`config.mk`:
```
export PLATFORM = sky130hd
export DESIGN_NAME = arcade_key_matrix
export DESIGN_NICKNAME = d
export VERILOG_FILES = /design/src/rtl/arcade_inputs_pkg.sv /design/src/rtl/arcade_key_matrix_key_sync2.sv /design/src/rtl/arcade_key_matrix.sv
export SDC_FILE = /design/constraint.sdc
export NUM_CORES = 1
export LEC_CHECK = 0
export ABC_AREA = 1
export CAP_MARGIN = 5
export CORE_AREA = 2 2 124 90
export DETAILED_ROUTE_END_ITERATION = 8
export DIE_AREA = 0 0 126 92
export PLACE_DENSITY_LB_ADDON = 0.3
export SLEW_MARGIN = 10
export SYNTH_ARGS = -nofsm -noshare
export SYNTH_HDL_FRONTEND = slang
export SYNTH_HIERARCHICAL = 1
export SYNTH_SLANG_ARGS = --single-unit
```
`constraint.sdc`:
```
create_clock -name clk_sys -period 3.1 [get_ports clk_sys]
set_input_delay 0.465 -clock clk_sys [delete_from_list [all_inputs] [get_ports clk_sys]]
set_output_delay 0.465 -clock clk_sys [all_outputs]
set_load 0.005 [all_outputs]
```
`src/rtl/arcade_inputs_pkg.sv`:
```
// Shared definitions for the arcade input path: matrix limits, board quirks
// and the one-hot row helper used by the key-matrix scanner.
package arcade_inputs_pkg;

    localparam int MAX_ROWS = 16;

    // Dakkochan panels wire their row strobes in reverse order.
    localparam bit DAKKOCHAN = 1'b0;

    function automatic logic [MAX_ROWS-1:0] onehot_row(input int idx, input int rows);
        logic [MAX_ROWS-1:0] v;
        v = '0;
        for (int i = 0; i < MAX_ROWS; i++) begin
            v[i] = (i == idx) && (idx < rows);
        end
        return v;
    endfunction

endpackage

```
`src/rtl/arcade_key_matrix_key_sync2.sv`:
```
// Two-flop synchroniser for a bus of independent, slowly changing key bits.
module key_sync2 #(
    parameter int WIDTH = 1
) (
    input  logic             clk_sys,
    input  logic             reset,
    input  logic [WIDTH-1:0] d,
    output logic [WIDTH-1:0] q
);

    logic [WIDTH-1:0] meta;

    always_ff @(posedge clk_sys) begin
        if (reset) begin
            meta <= '0;
            q    <= '0;
        end else begin
            meta <= d;
            q    <= meta;
        end
    end

endmodule

```
`src/rtl/arcade_key_matrix.sv`:
```
// Multiplexed keypad scanner: steps a row pointer on the game's mux strobe (or
// an internal divider) and returns the selected row as an active-low column byte.
module arcade_key_matrix
    import arcade_inputs_pkg::*;
#(
    parameter int ROWS      = 7,
    parameter int COLS      = 8,
    parameter int SEL_LOW   = 0,
    parameter int SYNC_KEYS = 1,
    parameter int AUTO_DIV  = 0,
    localparam int ROW_W    = $clog2(ROWS)
) (
    input  logic                 clk_sys,
    input  logic                 reset,
    input  logic                 enable,
    input  logic [ROW_W-1:0]     start_row,
    input  logic                 load,
    input  logic                 strobe,
    input  logic [ROWS*COLS-1:0] keys,
    output logic [ROWS-1:0]      row_sel,
    output logic [ROW_W-1:0]     row_idx,
    output logic [COLS-1:0]      col_out,
    output logic                 wrap
);

    localparam int DIV_W   = (AUTO_DIV > 1) ? $clog2(AUTO_DIV) : 1;
    localparam int DIV_MAX = (AUTO_DIV > 0) ? AUTO_DIV - 1 : 0;

    logic [ROWS*COLS-1:0] ks;
    logic [COLS-1:0]      key_row [ROWS];
    logic [ROW_W-1:0]     seed;
    logic [ROWS-1:0]      seed_onehot;
    logic [MAX_ROWS-1:0]  seed_onehot_full;
    logic [ROWS-1:0]      row_onehot;
    logic [ROW_W-1:0]     mux_row;
    logic [DIV_W-1:0]     div;
    logic                 strobe_r;
    logic                 adv;
    logic                 last_row;

    if (SYNC_KEYS != 0) begin : g_sync
        key_sync2 #(.WIDTH(ROWS*COLS)) u_sync (
            .clk_sys (clk_sys),
            .reset   (reset),
            .d       (keys),
            .q       (ks)
        );
    end else begin : g_nosync
        assign ks = keys;
    end

    for (genvar r = 0; r < ROWS; r++) begin : g_rows
        assign key_row[r] = ks[r*COLS +: COLS];
    end

    assign seed             = (int'(start_row) >= ROWS) ? '0 : start_row;
    assign seed_onehot_full = onehot_row(int'(seed), ROWS);
    assign seed_onehot      = seed_onehot_full[ROWS-1:0];
    assign last_row         = (row_idx == ROW_W'(ROWS - 1));
    assign mux_row          = DAKKOCHAN ? ROW_W'(ROWS - 1) - row_idx : row_idx;
    assign adv              = (AUTO_DIV == 0) ? (strobe & ~strobe_r) : (div == DIV_W'(DIV_MAX));
    assign row_sel          = (SEL_LOW != 0) ? ~row_onehot : row_onehot;

    always_ff @(posedge clk_sys) begin
        if (reset || load || AUTO_DIV == 0) begin
            div <= '0;
        end else if (enable) begin
            div <= (div == DIV_W'(DIV_MAX)) ? '0 : div + 1'b1;
        end
    end

    // NOTE: all state here uses <= so every branch sees the pre-edge row_idx,
    // which is what makes wrap line up with the ROWS-1 -> 0 step.
    always_ff @(posedge clk_sys) begin
        // Tracked through reset as well, so a strobe held high across reset is not an edge.
        strobe_r <= strobe;
        if (reset) begin
            row_idx    <= seed;
            row_onehot <= seed_onehot;
            col_out    <= '1;
            wrap       <= 1'b0;
        end else begin
            wrap    <= 1'b0;
            col_out <= ~key_row[mux_row];
            if (load) begin
                row_idx    <= seed;
                row_onehot <= seed_onehot;
            end else if (enable && adv) begin
                row_idx    <= last_row ? '0 : row_idx + 1'b1;
                row_onehot <= {row_onehot[ROWS-2:0], row_onehot[ROWS-1]};
                wrap       <= last_row;
            end
        end
    end

endmodule
```
==> key figures <==
Synthesis
  • Mean Syn Cell Area: 8.12 sq um
  • Post-synth EDFFs: 10
  • Synth area leader: dfxtp_1
  • Synth Instances: 565
  • Share of synthesized registers carrying an async set or reset: 0%
  • Synthesized area: 4590 sq um
  • Count leader, synth: inv_1
  • Yosys warns: 6
  • Top cell type's share of synthesized area: a little over half
  • Distinct cells, synth: 21
  • Synth Flop Type: dfxtp_1
  • Synth top area cells: dfxtp_1 (53%), inv_1 (12%), nor2_1 (9.4%)
  • Sequential fraction of the synthesis area: 59.8%
  • Commonest cells post-synth: inv_1 (148), dfxtp_1 (122), nor2_1 (115)
  • Count of state elements after synthesis: 132
  • Synthesized Nets: 629

Clock tree
  • TritonCTS clock tree: built
  • Setup bufs post-CTS: 0
  • # clock sinks: 132
  • Clk Latency, worst-skew pair: a little over 0.4 ns
  • Root cell of the clock tree: clkbuf_16
  • CTS Buffer Depth: 2
  • Cts bufs inserted: 17
  • Clock transition at path regs: 0.06 ns
  • CTS Hold Bufs: 0
  • Number of H-tree levels: 4
  • # resized after CTS: 0

Pwr
  • Clock share of power: 47.0%
  • Combinational share of power: approximately 9%
  • Net Sw Frac: roughly 23%
  • LEAKAGE: 2.84 nW
  • Power per standard cell area: 703 nW/um^2
  • Seq pwr share: ~44%
  • Psw: 968 uW
  • Internal power: 3.27 mW
  • VDD IR max: approximately 0.00037 V

Floorplanning
  • Die footprint: roughly 12000 sq um
  • Ports: 83
  • Die W: 126 um
  • Core box area: 10600 sq um
  • # rows: 32
  • DIE HEIGHT: approximately 92 um
  • Initial Util: 43.4%

Critical path
  • CP required: around 2.6 ns
  • Bufs and invs on worst path: 1
  • Critical path's top delay family: flip-flops
  • Critical path, cell by cell: clkdlybuf4s50_1
  • CP startpoint kind: flip-flop
  • Critical path endpoint category: output pin
  • Max incr delay on CP: 0.64 ns
  • Slowest CP cell: edfxtp_1
  • CP Class: reg2out
  • Worst-path fanout max: 13
  • CP Depth: 1
  • Worst-case reg-to-reg path depth: 3
  • Worst EP arrival: ~1.7 ns

Cells and area
  • Final #Nets: ~710
  • # fillers: 996
  • Area Overhead vs Synth: 31.5%
  • N_diodes: 0
  • Layout cells sized above 1: between 6 and 7%
  • Final Core Density: 57.1%

STA
  • Final TNS setup: 0 ns
  • Final hold vios: 0
  • Final setup fails: 0
  • RSZ-0062 raised after global routing: false
  • Worst rel slew slack: about two thirds
  • Fmax: around 470 MHz
  • Max Slew Vio Count: 0
  • Tmin final: 2.11 ns
  • Final period utilization: 68.2%
  • Skew final: 0.00586 ns
  • Worst-margin pin slew: 0.525 ns

Placed design
  • Port Buffers: 82
  • DP HPWL: around 5900 um
  • Final GP Congestion: 0.845

Global routing
  • Antenna violations before repair: 0
  • Vias in the first global route: 3204
  • GR Overflow Total: 0
  • Global-route wire length before repair: roughly 14000 um
  • Largest net degree at the start of global routing: 54
  • Overall Global Routing Usage: 15.7%

Job
  • Max cap viols: 0

Route
  • Final ANT Viol Nets: 0
  • Vias per cell: around 4.3
  • Avg WL per Cell: approximately 11 um
  • Drt drc: 0
  • Initial DRC count: 230
  • Total Routed Length: 8630 um
  • TritonRoute pass-1 iters: 5
  • DR vias: 3391

Min path
  • Worst hold path type: in2reg
  • Hold-critical path depth: 2

Outcome
  • Outcome: complete, no violations
## metrics by stage
| step | area, sq um | instances | worst slack (ns) | hold slack, ns | power, mW |
|---|---|---|---|---|---|
| 3_5_place_dp | 5420 | 765 | 1.20 | 0.392 | 2.28 |
| 6_report | 6030 | 797 | 0.986 | 0.367 | 4.24 |
| 2_1_floorplan | 4590 | 565 | 1.65 | 0.388 | 2.10 |
| 5_1_grt | 6030 | 797 | 0.924 | 0.374 | 4.40 |
| 4_1_cts | 6030 | 797 | 0.974 | 0.360 | 4.29 |
| 3_3_place_gp | 5420 | 765 | 1.25 | 0.397 | 2.27 |
## final timing paths
kind,to,start,slack [ns]
worst min-delay path,g_sync.u_sync/meta[22],reset,0.37
worst max register to register,row_idx[1],row_idx[2],1.40
worst min register to register,g_sync.u_sync/q[1],g_sync.u_sync/meta[1],0.40
worst max-delay path,row_idx[1],row_idx[1],0.99
## cells by family after synthesis
| kind of cell | Yosys count | share of synthesized area [%] |
|---|---|---|
| DFF | 132 | 59.8 |
| AOI/OAI and AO/OA | 23 | 2.62 |
| buffers and inverters | 172 | 16.3 |
| and+or+nand+nor | 238 | 21.3 |
## registers in the layout, indices dropped and copies added, names as in the netlist
name                flops
wrap                    1
strobe_r                1
row_sel                 7
g_sync.u_sync/q        56
col_out                 8
g_sync.u_sync/meta     56
row_idx                 3
## layer usage
layer  share of wire (%)  global-route usage, %  vias to the layer above
li1                    -                      -                     1780
met1                  45                   19.3                     1487
met2                  47                   25.1                      114
met3                 7.4                   5.43                       10
met4                0.93                   6.87                        0
met5                   0                      0                        -
## layout by cell type, fill, tap and decap left out, drive strengths merged
master           n
a21oi           10
or2              9
nand3           35
clkinv           5
inv            153
o31ai            1
edfxtp          10
nand3b           1
dfxtp          122
o21ai           10
o22ai            2
buf              4
clkbuf          19
nand2           76
bufinv           2
clkdlybuf4s50   81
nor2           117
clkinvlp         4
## power by group through the flow
stage	logic (mW)	clock network, mW	registers, mW
after CTS	0.389	2.03	1.86
final	0.386	1.99	1.86
after global placement	0.375	0	1.90
after floorplan	0.223	0	1.88
after detailed placement	0.384	0	1.90
after global routing	0.433	2.10	1.87
## area by class of cell
cell class	count	area, sq um	area share, %
clock buffer	19	464	7.70
clock inverter	13	148	2.45
inverter	151	567	9.40
multi-input combinational	261	1100	18.2
sequential	132	2740	45.5
tap	136	170	2.82
timing repair buffer	85	841	13.9
(Power assumes the default switching activity.)
